File: config.mk
export PLATFORM = sky130hd
export DESIGN_NAME = exp_bit_scanner_flat
export DESIGN_NICKNAME = d
export VERILOG_FILES = /design/src/rtl/sec_acc_pkg.sv /design/src/rtl/exp_bit_scanner_if.sv /design/src/rtl/msb_locator.sv /design/src/rtl/exp_bit_scanner.sv /design/src/flat_wrapper.sv
export SDC_FILE = /design/constraint.sdc
export NUM_CORES = 1
export LEC_CHECK = 0
export ABC_CLOCK_PERIOD_IN_PS = 2750
export BUFFER_PORTS_ARGS = -buffer_cell sky130_fd_sc_hd__buf_2
export CAP_MARGIN = 20
export CORE_ASPECT_RATIO = 1.1
export CORE_MARGIN = 2
export CORE_UTILIZATION = 30
export DETAILED_ROUTE_END_ITERATION = 12
export MAX_ROUTING_LAYER = met4
export PLACE_DENSITY = 0.59
export SLEW_MARGIN = 20
export SYNTH_ARGS = -nofsm -noshare
export SYNTH_HDL_FRONTEND = slang
export SYNTH_SLANG_ARGS = --single-unit
export TNS_END_PERCENT = 5
File: constraint.sdc
create_clock -name clk -period 2.75 [get_ports clk]
set_input_delay 0.1375 -clock clk [delete_from_list [all_inputs] [get_ports clk]]
set_output_delay 0.1375 -clock clk [all_outputs]
set_load 0.01 [all_outputs]
File: src/rtl/sec_acc_pkg.sv
// sec_acc_pkg: shared scanner state encoding, default width and count-width helper
package sec_acc_pkg;
  localparam int WIDTH_DEF = 32;
  typedef enum logic [1:0] {IDLE, LOAD, SCAN, DONE} state_t;
  function automatic int clog2_plus1(input int n);
    return $clog2(n) + 1;
  endfunction
endpackage

File: src/rtl/exp_bit_scanner_if.sv
// exp_bit_scanner_if: scanner bus; slave = scanner (start/exp_in/bit_ready/abort in, busy/nbits/bit_*/done/zero_exp out), master = sequencer; abort exists only with EXP_SCAN_ABORT_EN
interface exp_bit_scanner_if import sec_acc_pkg::*; #(
  parameter int WIDTH = WIDTH_DEF,
  parameter int CNT_W = clog2_plus1(WIDTH)
);
  logic             start;
  logic [WIDTH-1:0] exp_in;
  logic             busy;
  logic [CNT_W-1:0] nbits;
  logic             bit_valid;
  logic             bit_out;
  logic             bit_last;
  logic             bit_ready;
  logic             done;
  logic             zero_exp;
`ifdef EXP_SCAN_ABORT_EN
  logic             abort;
  modport slave  (input start, exp_in, bit_ready, abort, output busy, nbits, bit_valid, bit_out, bit_last, done, zero_exp);
  modport master (output start, exp_in, bit_ready, abort, input busy, nbits, bit_valid, bit_out, bit_last, done, zero_exp);
`else
  modport slave  (input start, exp_in, bit_ready, output busy, nbits, bit_valid, bit_out, bit_last, done, zero_exp);
  modport master (output start, exp_in, bit_ready, input busy, nbits, bit_valid, bit_out, bit_last, done, zero_exp);
`endif
endinterface

File: src/rtl/msb_locator.sv
// msb_locator: used-bit count (highest set bit + 1, 0 for zero) of i_val on o_cnt
module msb_locator import sec_acc_pkg::*; #(
  parameter int WIDTH = WIDTH_DEF,
  parameter int CNT_W = clog2_plus1(WIDTH)
) (
  input  logic [WIDTH-1:0] i_val,
  output logic [CNT_W-1:0] o_cnt
);
  always_comb begin
    o_cnt = '0;
    for (int i = 0; i < WIDTH; i++) if (i_val[i]) o_cnt = CNT_W'(i + 1);
  end
endmodule

File: src/rtl/exp_bit_scanner.sv
// exp_bit_scanner: MSB-first exponent bit serializer skipping leading zeros; ports clk, rst, bus (slave modport); abort input added when EXP_SCAN_ABORT_EN is defined
module exp_bit_scanner import sec_acc_pkg::*; #(
  parameter int WIDTH = WIDTH_DEF,
  parameter int CNT_W = clog2_plus1(WIDTH)
) (
  input logic clk,
  input logic rst,
  exp_bit_scanner_if.slave bus
);
  localparam int IDX_W = $clog2(WIDTH);
  state_t           r_state, w_state_nx;
  logic [WIDTH-1:0] r_shadow, w_shadow_nx;
  logic [IDX_W-1:0] r_idx, w_idx_nx;
  logic [CNT_W-1:0] r_nbits, w_nbits_nx;
  logic [CNT_W-1:0] w_cnt;
  logic             w_abort;
  msb_locator #(.WIDTH(WIDTH), .CNT_W(CNT_W)) u_loc (.i_val(r_shadow), .o_cnt(w_cnt));
`ifdef EXP_SCAN_ABORT_EN
  assign w_abort = bus.abort && (r_state == LOAD || r_state == SCAN);
`else
  assign w_abort = 1'b0;
`endif
  always_ff @(posedge clk) begin
    if (rst) begin
      r_state  <= IDLE;
      r_shadow <= '0;
      r_idx    <= '0;
      r_nbits  <= '0;
    end else begin
      r_state  <= w_state_nx;
      r_shadow <= w_shadow_nx;
      r_idx    <= w_idx_nx;
      r_nbits  <= w_nbits_nx;
    end
  end
  always_comb begin
    w_state_nx  = r_state;
    w_shadow_nx = r_shadow;
    w_idx_nx    = r_idx;
    w_nbits_nx  = r_nbits;
    unique case (r_state)
      IDLE: begin
        w_shadow_nx = bus.start ? bus.exp_in : r_shadow;
        w_state_nx  = bus.start ? LOAD : IDLE;
      end
      LOAD: begin
        w_nbits_nx = w_cnt;
        w_idx_nx   = IDX_W'(w_cnt - CNT_W'(1));
        w_state_nx = (w_cnt == '0) ? DONE : SCAN;
      end
      SCAN: begin
        w_idx_nx   = (bus.bit_ready && r_idx != '0) ? r_idx - IDX_W'(1) : r_idx;
        w_state_nx = (bus.bit_ready && r_idx == '0) ? DONE : SCAN;
      end
      default: w_state_nx = IDLE;
    endcase
    if (w_abort) begin
      w_state_nx = IDLE;
      w_idx_nx   = r_idx;
      w_nbits_nx = r_nbits;
    end
  end
  assign bus.busy      = r_state != IDLE;
  assign bus.nbits     = r_nbits;
  assign bus.bit_valid = r_state == SCAN;
  assign bus.bit_out   = bus.bit_valid && r_shadow[r_idx];
  assign bus.bit_last  = bus.bit_valid && r_idx == '0;
  assign bus.done      = r_state == DONE;
  assign bus.zero_exp  = bus.done && r_nbits == '0;
endmodule

File: src/flat_wrapper.sv
// flat-port wrapper written by rule: the top's interface ports become plain ports
module exp_bit_scanner_flat import sec_acc_pkg::*;
#(
  parameter int WIDTH = WIDTH_DEF,
  parameter int CNT_W = clog2_plus1(WIDTH)
)
  (clk, rst, bus_start, bus_exp_in, bus_bit_ready, bus_busy, bus_nbits, bus_bit_valid, bus_bit_out, bus_bit_last, bus_done, bus_zero_exp);
  exp_bit_scanner_if #(.WIDTH(WIDTH), .CNT_W(CNT_W)) bus_i ();
  input logic clk;
  input logic rst;
  input wire logic [$bits(bus_i.start)-1:0] bus_start;
  input wire logic [$bits(bus_i.exp_in)-1:0] bus_exp_in;
  input wire logic [$bits(bus_i.bit_ready)-1:0] bus_bit_ready;
  output wire logic [$bits(bus_i.busy)-1:0] bus_busy;
  output wire logic [$bits(bus_i.nbits)-1:0] bus_nbits;
  output wire logic [$bits(bus_i.bit_valid)-1:0] bus_bit_valid;
  output wire logic [$bits(bus_i.bit_out)-1:0] bus_bit_out;
  output wire logic [$bits(bus_i.bit_last)-1:0] bus_bit_last;
  output wire logic [$bits(bus_i.done)-1:0] bus_done;
  output wire logic [$bits(bus_i.zero_exp)-1:0] bus_zero_exp;
  assign bus_i.start = bus_start;
  assign bus_i.exp_in = bus_exp_in;
  assign bus_i.bit_ready = bus_bit_ready;
  assign bus_busy = bus_i.busy;
  assign bus_nbits = bus_i.nbits;
  assign bus_bit_valid = bus_i.bit_valid;
  assign bus_bit_out = bus_i.bit_out;
  assign bus_bit_last = bus_i.bit_last;
  assign bus_done = bus_i.done;
  assign bus_zero_exp = bus_i.zero_exp;
  exp_bit_scanner #(.WIDTH(WIDTH), .CNT_W(CNT_W)) u_core (.clk(clk), .rst(rst), .bus(bus_i));
endmodule
==> results of run 1 <==
## cell usage after synthesis, drive strengths merged, types with 2 or more instances
library cell | number | share of area
nand2 | 74 | 0.11
a21oi | 48 | 0.095
dfxtp | 45 | 0.35
nor2 | 26 | 0.039
clkbuf | 13 | 0.031
mux2i | 13 | 0.055
inv | 10 | 0.015
nor3 | 10 | 0.019
nor4 | 7 | 0.023
buf | 6 | 0.013
ha | 6 | 0.029
mux4 | 6 | 0.054
nand3 | 5 | 0.012
o21ai | 5 | 0.0097
or4 | 5 | 0.017
a221o | 3 | 0.012
nor2b | 3 | 0.0073
or3 | 3 | 0.0073
a211oi | 2 | 0.0058
a221oi | 2 | 0.0092
and2b | 2 | 0.0063
nand2b | 2 | 0.0049
or2 | 2 | 0.0049
## routing by layer
layer  vias up  GRT usage  routed length, um
li1       1206          -                  -
met1      1097     0.1789               2905
met2        48     0.2499               3143
met3         8    0.02679                234
met4         0    0.03904                 83
met5         -          -                  0
## cell usage in the layout, fill, tap and decap left out, types with 2 or more instances in the layout
cell	n
nor2b_1	3
nor4_1	6
a21oi_1	47
nand2_1	74
a211oi_1	2
mux2i_1	12
dfxtp_1	45
or4_1	3
or2_2	2
mux4_2	5
inv_1	10
buf_4	4
nand3_1	4
clkbuf_8	6
or3_1	3
o21ai_0	4
nor2_1	25
a221o_1	2
buf_2	47
or4_4	2
ha_1	6
nand2b_1	2
nor3_1	10
## stage by stage
stage / power [mW] / utilization / hold WS [ns] / cell area (um^2) / setup slack [ns]
3_3_place_gp: 1.537 / 0.3433 / 0.3818 / 2872 / 0.4304
6_report: 1.945 / 0.3536 / 0.07546 / 2958 / 0.3463
2_1_floorplan: 1.376 / - / 0.2735 / 2579 / 0.6483
5_1_grt: 2.084 / 0.3536 / 0.07167 / 2958 / 0.09541
3_5_place_dp: 1.548 / 0.3433 / 0.3872 / 2872 / 0.3685
4_1_cts: 1.960 / 0.3536 / 0.06999 / 2958 / 0.3437
## cells by family (layout without fill, tap and decap cells)
| group | Yosys count | in the layout | share of synthesized area |
|---|---|---|---|
| buffers and inverters | 29 | 68 | 0.05774 |
| flip-flops | 45 | 45 | 0.3493 |
| multiplexers | 19 | 19 | 0.1092 |
| AO/OA/AOI/OAI | 74 | 74 | 0.1824 |
| AND/OR/NAND/NOR | 145 | 145 | 0.2688 |
| XOR/XNOR | 1 | 1 | 0.003397 |
| adder cells (fa/ha/maj) | 6 | 6 | 0.02911 |
## power by group through the flow
stage | sequential [mW] | clock (mW) | combinational, mW
3_5_place_dp | 0.851 | 0 | 0.697
2_1_floorplan | 0.806 | 0 | 0.570
5_1_grt | 0.852 | 0.448 | 0.785
3_3_place_gp | 0.847 | 0 | 0.690
4_1_cts | 0.836 | 0.424 | 0.700
6_report | 0.837 | 0.410 | 0.698
## flip-flops by register name, indices dropped and copies added (netlist names)
name / flops
u_core.r_shadow: 32
u_core.bus.nbits: 6
u_core.r_idx: 5
u_core.r_state: 2
## path summary, 6_finish.rpt
check,depth (start not counted),startpoint,slack [ns],end
worst max-delay path,9,u_core.r_shadow[22]$_SDFFE_PP0P_,0.35,u_core.r_idx[4]$_SDFFE_PP0P_
worst min-delay path,3,bus_exp_in[12],0.08,u_core.r_shadow[12]$_SDFFE_PP0P_
worst max register to register,9,u_core.r_shadow[22]$_SDFFE_PP0P_,0.35,u_core.r_idx[4]$_SDFFE_PP0P_
worst min register to register,2,u_core.r_shadow[0]$_SDFFE_PP0P_,0.48,u_core.r_shadow[0]$_SDFFE_PP0P_
## final cells by class
cell class / instances / area (um^2) / share of cell area
Multi-Input combinational cell: 245 / 1529 / 0.5169
Sequential cell: 45 / 900.9 / 0.3046
Timing Repair Buffer: 51 / 265.3 / 0.08968
Tap cell: 111 / 138.9 / 0.04695
Clock buffer: 7 / 86.33 / 0.02919
Inverter: 10 / 37.54 / 0.01269
## worst max-delay path, cell delays in order (launching register included)
cell	delay, ns
dfxtp_1	0.36
nor2b_1	0.14
o21bai_1	0.20
o2111ai_1	0.16
o221a_2	0.30
mux2i_1	0.28
ha_1	0.26
nand3_2	0.10
or3_1	0.40
a41oi_2	0.13
==> results.txt, run 1 <==
# IOs: 48
die area: 9355 um^2
mapped cell area: 2579 um^2
DRT Pass-1 Iters: 4
total CTS buffers: 5
ANT nets after route: 0
placed cell count: 462
post-synthesis net count: 361
worst hold path class: input port to flop
sequential fraction of the synthesis area: 0.3493
CP startpoint kind: flop
fill cell total of the finished layout: 896
P_leak: 1.141 nW
switching pwr: 0.7017 mW
Die X: 92.40 um
share of layout cells above drive strength 1: 0.2235
Reg clk slew, reported paths: 0.08 ns
number of I/O port buffers: 47
Peak VDD IR: 0.0002002 V
count of final max-slew check failures: 0
root buffer cell: clkbuf_8
Net Sw Frac: 0.3608
Seq pwr share: 0.430
Setup TNS Final: 0 ns
PwrDens: 657.4 nW/um^2
GP Congestion: 0.8805
max_slew headroom: 0.4341
Fin. Hold Viols: 0
worst-path fanout max: 5
row count: 35
Initial DRC Count: 186
Initial Utilization: 0.3083
drt wl/cell: 13.58 um
routed wire length: 6.367 mm
final setup violating endpoints: 0
pin count of the biggest net entering global routing: 48
TritonCTS clock tree: yes
setup bufs post-CTS: 0
via count: 2359
fmax: 0.4160 GHz
GRT Total Usage: 0.1466
Layout Area Growth over Synthesis: 14.70%
minimum clock period: 2.404 ns
worst slew pin tran: 0.8488 ns
DPL Wire Length: 4.777 mm
first-pass GRT wire length: 10.71 mm
Req. time, crit path: 2.97 ns
final cycle utilization of the critical path: 0.8741
Congestion Overflow GR: 0
Async S/R FF share, synth: 0
Comb power frac: 0.359
Vias/cell: 5.030
Core Box Area: 8364 um^2
initial antenna violation count: 0
status: finished clean
Distinct cells, synth: 58
register bit total from synthesis: 45
CP Class: flop to flop
syn avg cell area: 8.084 um^2
number of enable flip-flop cells after synthesis: 0
Clk pwr share: 0.211
Setup crit end kind: flop
vias in the first global route: 2222
synth warn: 0
post-route DRC violation count: 0
Inserted Diodes: 0
nets: 400
Internal: 1.243 mW
Clock Latency Late Sink: 0.29 ns
Die Height: 101.2 um
synthesized instance count: 319
clock tree buffer depth: 2
H-tree depth: 2
clk_skew: 0.005579 ns
ys flop type: dfxtp_1
fin cells: 469
post_cts resized: 0
CTS sink count: 45
# hold bufs at CTS: 0
WP data arrival: 2.62 ns
maxcap violations: 0
RSZ-0062 raised after global routing: false
Power figures use the tool's default switching activity.
==> run 2, diff against run 1 <==
--- a/config.mk
+++ b/config.mk
@@ -11,11 +11,13 @@
 export CORE_ASPECT_RATIO = 1.1
 export CORE_MARGIN = 2
 export CORE_UTILIZATION = 30
+export CTS_CLUSTER_DIAMETER = 40
 export DETAILED_ROUTE_END_ITERATION = 12
 export MAX_ROUTING_LAYER = met4
 export PLACE_DENSITY = 0.59
 export SLEW_MARGIN = 20
 export SYNTH_ARGS = -nofsm -noshare
 export SYNTH_HDL_FRONTEND = slang
+export SYNTH_HIERARCHICAL = 1
 export SYNTH_SLANG_ARGS = --single-unit
 export TNS_END_PERCENT = 5
==> run 2 against run 1 <==
Against the previous run:
- critical path depth increased by 2
- sequential share of layout area grew 0.58 points
- worst setup slack worse by 0.18 ns
- flip-flop and latch count unchanged
- non-clock buffer count rose by 3
- maximum frequency is 7.0% lower
- largest power group unchanged
- highest routed layer unchanged
==> results.txt, run 2 <==
status: finished clean
minimum clock period: 2.585 ns (+0.1814 ns)
CP max-delay cell: dfxtp_1
Vias/cell: 5.028 (about the same)
most common cell in the netlist: nand2_1
PwrDens: 653.3 nW/um^2 (-0.62%)
maxcap violations: 0 (unchanged)
Req. time, crit path: 2.97 ns (about the same)
Largest Register: u_core/r_shadow
Seq pwr share: 0.439 (+0.009)
Internal: 1.209 mW (-2.7%)
DR WL met3: 213 um (-9.0%)
vias in the first global route: 2172 (-2.3%)
Distinct cells, synth: 43 (-26%)
total CTS buffers: 5 (unchanged)
Async S/R FF share, synth: 0 (unchanged)
worst-path fanout max: 6 (+1)
post-route DRC violation count: 0 (unchanged)
count of final max-slew check failures: 0 (unchanged)
fin cells: 462 (-1.5%)
synth warn: 6 (+6)
number of flip-flops in the largest register: 32 (unchanged)
Initial Utilization: 0.3048 (-0.003540)
clock tree buffer depth: 2 (unchanged)
Comb power frac: 0.352 (-0.007)
Setup TNS Final: 0 ns (unchanged)
top cells by area, synth: dfxtp_1, nand2_1, a21oi_1
GRT Total Usage: 0.1458 (-0.0007896)
placed cell count: 453 (-1.9%)
fill cell total of the finished layout: 903 (+0.78%)
drt wl/cell: 13.76 um (+1.4%)
Tot Pwr: 1.897 mW (-2.5%)
Fin. Hold Viols: 0 (unchanged)
H-tree depth: 2 (unchanged)
Die X: 91.43 um (-1.0%)
Congestion Overflow GR: 0 (unchanged)
Layout Area Growth over Synthesis: 15.08%
CP cell instances: inv_1 -> a2111oi_0 -> o31ai_1 -> o2111ai_1 -> a221oi_1 -> mux2i_1 -> ha_1 -> o21ai_0 -> a211oi_1 -> mux2i_1 -> a31oi_1
WP data arrival: 2.80 ns (+0.18 ns)
crit-path most repeated cell: mux2i_1
CP startpoint kind: flop
Highest Signal Layer: met4
worst slew pin tran: 0.8325 ns (-0.01628 ns)
number of I/O port buffers: 47 (unchanged)
share of the synthesized area in the top cell type: 0.3571 (+0.007798)
most frequent cells in the layout: nand2_1, buf_2, dfxtp_1
initial antenna violation count: 0 (unchanged)
Reg clk slew, reported paths: 0.09 ns (about the same)
P_leak: 1.098 nW (-3.7%)
crit-path leading delay family: compound AO/OA/AOI/OAI gates
fmax: 0.3868 GHz (-7.0%)
Clock Latency Late Sink: 0.29 ns (about the same)
nets: 392 (-2.0%)
ys flop type: dfxtp_1
routed wire length: 6.359 mm (-0.13%)
final cycle utilization of the critical path: 0.9401 (+0.06597)
clk_skew: 0.008698 ns (+0.003118 ns)
root buffer cell: clkbuf_8
synthesized instance count: 308 (-3.4%)
most common cell after layout, fill and taps aside: nand2_1
post-synthesis net count: 350 (-3.0%)
area leader, netlist: dfxtp_1
GP Congestion: 0.9046 (+2.7%)
final setup violating endpoints: 0 (unchanged)
ANT nets after route: 0 (unchanged)
max_slew headroom: 0.4450 (+0.01085)
DRT Pass-1 Iters: 4 (unchanged)
first-pass GRT wire length: 10.48 mm (-2.1%)
pin count of the biggest net entering global routing: 46 (-4.2%)
WP buf/inv: 1 (+1)
CP max stage delay: 0.41 ns (about the same)
row count: 35 (unchanged)
switching pwr: 0.6878 mW (-2.0%)
Clk pwr share: 0.209 (-0.002)
# IOs: 48 (unchanged)
syn avg cell area: 8.190 um^2 (+1.3%)
wire length on met2: 3.089 mm (-1.7%)
Inserted Diodes: 0 (unchanged)
sequential fraction of the synthesis area: 0.3571 (+0.007798)
TritonCTS clock tree: yes
# hold bufs at CTS: 0 (unchanged)
Die Height: 100.2 um (-1.1%)
Peak VDD IR: 0.0002521 V (+26%)
wl on met1: 2.999 mm (+3.2%)
CP Class: flop to flop
Setup crit end kind: flop
die area: 9159 um^2 (-2.1%)
mapped cell area: 2522 um^2 (-2.2%)
number of enable flip-flop cells after synthesis: 0 (unchanged)
Initial DRC Count: 152 (-18%)
Post-synth top cells: nand2_1, dfxtp_1, a21oi_1, nor2_1, mux2i_1
register bit total from synthesis: 45 (unchanged)
share of layout cells above drive strength 1: 0.2165 (-0.006939)
via count: 2323 (-1.5%)
Net Sw Frac: 0.3626 (+0.001811)
Core Box Area: 8277 um^2 (-1.0%)
worst hold path class: input port to flop
DPL Wire Length: 4.618 mm (-3.3%)
CTS sink count: 45 (unchanged)
-- run 2: cell types whose count changed in the layout (fill, tap and decap cells not counted), sizes merged, moves of 3 or more --
cell	change
nand2	-3
a31oi	+5
a21oi	-6
o21ai	+3
or3	-3
nor3	-3
nand3	-3
buf	+3
nor4	-3
or4	-3
a221o	-3
nor2	+3
-- run 2: repair_timing --
action	CTS	global route
resized for setup	0	1
setup endpoints to repair	0	2
buffers inserted	0	1
-- run 2: tightest hold or removal path: cells and delay by family --
| family | cells | cell delay [ns] |
|---|---|---|
| AO/OA/AOI/OAI | 1 | 0.05 |
| buffers and inverters | 1 | 0.10 |
| AND/OR/NAND/NOR | 1 | 0.04 |
-- run 2: logic make-up (layout without fill, tap and decap cells) --
logic type / after synthesis / count (layout) / synth area share
AND/OR/NAND/NOR: 126 / 126 / 0.2207
flip-flops: 45 / 45 / 0.3571
adder cells (fa/ha/maj): 6 / 6 / 0.02976
multiplexers: 22 / 22 / 0.1270
AO/OA/AOI/OAI: 78 / 78 / 0.1964
buffers and inverters: 31 / 74 / 0.06895
-- run 2: layer usage --
metal	vias to the layer above	GRT usage
li1	1173	-
met1	1092	0.1879
met2	54	0.2393
met3	4	0.01952
met4	0	0.04429
met5	-	-
-- run 2: metrics by stage --
| step | worst slack (ns) | instance area, um^2 | hold slack, ns | utilization |
|---|---|---|---|---|
| after floorplan | 0.4665 | 2522 | 0.2711 | - |
| after global placement | 0.2572 | 2813 | 0.3814 | 0.3398 |
| after detailed placement | 0.1853 | 2813 | 0.3827 | 0.3398 |
| after CTS | 0.1573 | 2893 | 0.06754 | 0.3495 |
| after global routing | -0.02230 | 2903 | 0.06780 | 0.3507 |
| final | 0.1648 | 2903 | 0.07672 | 0.3507 |
-- run 2: cell type report --
class                      instances  area [um^2]  area share
clock buffer                       8        80.08     0.02759
inverter                          12        45.04     0.01552
multi-input combinational        232         1450      0.4996
sequential                        45        900.9      0.3103
tap                              111        138.9     0.04784
timing repair buffer              54        287.8     0.09914
-- run 2: path summary, 6_finish.rpt --
| kind | start | endpoint | slack (ns) | cells after the start |
|---|---|---|---|---|
| setup reg to reg | u_core/r_shadow[7]$_SDFFE_PP0N_ | u_core/r_idx[4]$_SDFFE_PP0P_ | 0.16 | 11 |
| setup / recovery | u_core/r_shadow[7]$_SDFFE_PP0N_ | u_core/r_idx[4]$_SDFFE_PP0P_ | 0.16 | 11 |
| hold / removal | bus_exp_in[11] | u_core/r_shadow[11]$_SDFFE_PP0N_ | 0.08 | 3 |
| hold reg to reg | u_core/r_shadow[0]$_SDFFE_PP0N_ | u_core/r_shadow[0]$_SDFFE_PP0N_ | 0.49 | 2 |
-- run 2: power groups by stage --
stage | Clock [mW] | Combinational (mW) | Sequential [mW]
6_report | 0.397 | 0.668 | 0.832
5_1_grt | 0.433 | 0.743 | 0.849
4_1_cts | 0.409 | 0.658 | 0.833
3_5_place_dp | 0 | 0.655 | 0.848
3_3_place_gp | 0 | 0.651 | 0.845
2_1_floorplan | 0 | 0.526 | 0.795
==> run 3, diff against run 2 <==
--- a/config.mk
+++ b/config.mk
@@ -5,12 +5,12 @@
 export SDC_FILE = /design/constraint.sdc
 export NUM_CORES = 1
 export LEC_CHECK = 0
-export ABC_CLOCK_PERIOD_IN_PS = 2750
 export BUFFER_PORTS_ARGS = -buffer_cell sky130_fd_sc_hd__buf_2
 export CAP_MARGIN = 20
 export CORE_ASPECT_RATIO = 1.1
 export CORE_MARGIN = 2
 export CORE_UTILIZATION = 30
+export CTS_BUF_LIST = sky130_fd_sc_hd__clkbuf_16
 export CTS_CLUSTER_DIAMETER = 40
 export DETAILED_ROUTE_END_ITERATION = 12
 export MAX_ROUTING_LAYER = met4
==> run 3 against run 2 <==
Against the previous run:
- register-to-register slack gained 0.05 ns
- combinational power down 0.6%
- clock skew down 0.0029 ns
- clock power is 42% higher
- core utilization up 0.68 points
- worst hold slack gained 0.014 ns
- via count down 0.26%
- critical path depth did not move
- final cell count unchanged
- first-iteration DRC count up 2.0%
- maximum frequency increased by 2.0%
- critical path type unchanged
- critical endpoint unchanged
- largest power group unchanged
==> results.txt, run 3 (synthesis gave the netlist of run 2 again) <==
count of final max-slew check failures: 0 (unchanged)
worst hold path class: input port to flop
placed cell count: 453 (unchanged)
minimum clock period: 2.533 ns (-0.05176 ns)
worst slew pin tran: 0.8356 ns (+0.003128 ns)
maxcap violations: 0 (unchanged)
Tot Pwr: 2.059 mW (+8.6%)
Congestion Overflow GR: 0 (unchanged)
via count: 2317 (-0.26%)
PwrDens: 695.8 nW/um^2 (+6.5%)
final cycle utilization of the critical path: 0.9212 (-0.01882)
Peak VDD IR: 0.0003098 V (+23%)
reg2reg end: u_core/r_idx[4]$_SDFFE_PP0P_
GP Congestion: 0.9046 (unchanged)
first-pass GRT wire length: 10.52 mm (+0.32%)
Placed Area: 2813 um^2 (unchanged)
FF-to-FF Start: u_core/r_shadow[7]$_SDFFE_PP0N_
drt wl/cell: 13.65 um (-0.86%)
# IOs: 48 (unchanged)
post-route DRC violation count: 0 (unchanged)
worst-path fanout max: 6 (unchanged)
Core Box Area: 8277 um^2 (unchanged)
Die X: 91.43 um (unchanged)
DPL Wire Length: 4.618 mm (unchanged)
DRT Pass-1 Iters: 4 (unchanged)
P_leak: 1.136 nW (+3.5%)
worst hold path stage count: 3 (unchanged)
nets: 392 (unchanged)
hold slack: 0.09074 ns (+0.01401 ns)
final instance area: 2959 um^2 (+1.9%)
most common cell after layout, fill and taps aside: nand2_1
number of flip-flops in the largest register: 32 (unchanged)
GRT Total Usage: 0.1461 (+0.0003283)
Hold EP: u_core/r_shadow[11]$_SDFFE_PP0N_
routed wire length: 6.304 mm (-0.86%)
CTS sink count: 45 (unchanged)
Fin. Hold Viols: 0 (unchanged)
pin count of the biggest net entering global routing: 46 (unchanged)
root buffer cell: clkbuf_16
TritonCTS clock tree: yes
total CTS buffers: 5 (unchanged)
status: finished clean
Worst Reg-to-Reg Cells: 11 (unchanged)
Layout Area Growth over Synthesis: 17.31%
ANT nets after route: 0 (unchanged)
share of layout cells above drive strength 1: 0.2165 (unchanged)
Initial Utilization: 0.3048 (unchanged)
Reg clk slew, reported paths: 0.06 ns (-0.03 ns)
Req. time, crit path: 2.95 ns (-0.02 ns)
Worst Setup SP: u_core/r_shadow[7]$_SDFFE_PP0N_
clock tree buffer depth: 2 (unchanged)
Inserted Diodes: 0 (unchanged)
Setup TNS Final: 0 ns (unchanged)
number of I/O port buffers: 47 (unchanged)
CP Class: flop to flop
Setup crit end kind: flop
die area: 9159 um^2 (unchanged)
clk_skew: 0.005829 ns (-0.002869 ns)
final setup violating endpoints: 0 (unchanged)
WP data arrival: 2.73 ns (-0.07 ns)
initial antenna violation count: 0 (unchanged)
CP startpoint kind: flop
Initial DRC Count: 155 (+2.0%)
most frequent cells in the layout: nand2_1, buf_2, dfxtp_1
row count: 35 (unchanged)
setup slack, reg-to-reg: 0.22 ns (+0.05 ns)
H-tree depth: 2 (unchanged)
Clock Latency Late Sink: 0.28 ns (about the same)
fin cells: 462 (unchanged)
fmax: 0.3947 GHz (+2.0%)
vias in the first global route: 2182 (+0.46%)
Vias/cell: 5.015 (-0.26%)
Die Height: 100.2 um (unchanged)
Largest Register: u_core/r_shadow
HP Start: bus_exp_in[11]
max_slew headroom: 0.4429 (-0.002085)
==> run 3: changes by cell type in the layout (fill, tap and decap cells not counted), sizes merged <==
cell | previous run | this run
inv | 12 | 15
clkbuf | 8 | 5
==> run 3: worst max-delay path by stage <==
stage                                         endpoint  cells past startpoint
final                     u_core/r_idx[4]$_SDFFE_PP0P_                     11
after global routing      u_core/r_idx[4]$_SDFFE_PP0P_                     11
after CTS                 u_core/r_idx[4]$_SDFFE_PP0P_                     11
after detailed placement  u_core/r_idx[4]$_SDFFE_PP0P_                     11
after global placement    u_core/r_idx[4]$_SDFFE_PP0P_                     11
after floorplan           u_core/r_idx[4]$_SDFFE_PP0P_                      9
==> run 3: final cells by class <==
cell class,count,area (um^2)
Inverter,12,45.04
Multi-Input combinational cell,232,1450
Tap cell,111,138.9
Fill cell,894,5318
Sequential cell,45,900.9
Clock inverter,3,11.26
Timing Repair Buffer,54,287.8
Clock buffer,5,125.1
==> run 3: what timing repair did <==
item | CTS | global route
buffers inserted | 0 | 1
endpoints found under the setup margin | 0 | 2
hold buffers | 0 | 0
gates resized for setup | 0 | 1
==> run 3: per-stage QoR <==
step | setup slack, ns | utilization
after CTS | 0.1590 | 0.3563
after global routing | -0.01833 | 0.3575
after detailed placement | 0.1853 | 0.3398
after floorplan | 0.4665 | -
after global placement | 0.2572 | 0.3398
final | 0.2166 | 0.3575
==> run 3: routing by layer <==
metal  wire, um  global-route usage  part of all wire  up-vias
li1           -                   -                 -     1178
met1       2937              0.1870              0.47     1078
met2       3078              0.2415              0.49       54
met3        201             0.01727             0.032        7
met4         87             0.04779             0.014        0
met5          0                   -                 0        -
==> run 3: critical path, cell delays in order, from the launching register on <==
cell	delay (ns)
dfxtp_1	0.40
inv_1	0.05
a2111oi_0	0.40
o31ai_1	0.16
o2111ai_1	0.12
a221oi_1	0.14
mux2i_1	0.22
ha_1	0.22
o21ai_0	0.17
a211oi_1	0.25
mux2i_1	0.11
a31oi_1	0.19
==> run 3: report_power, final <==
| group | internal [mW] | switching, mW | leakage, nW |
|---|---|---|---|
| combinational | 0.307 | 0.357 | 0.690 |
| sequential | 0.722 | 0.111 | 0.369 |
| clock | 0.327 | 0.236 | 0.0776 |
| total | 1.36 | 0.703 | 1.14 |
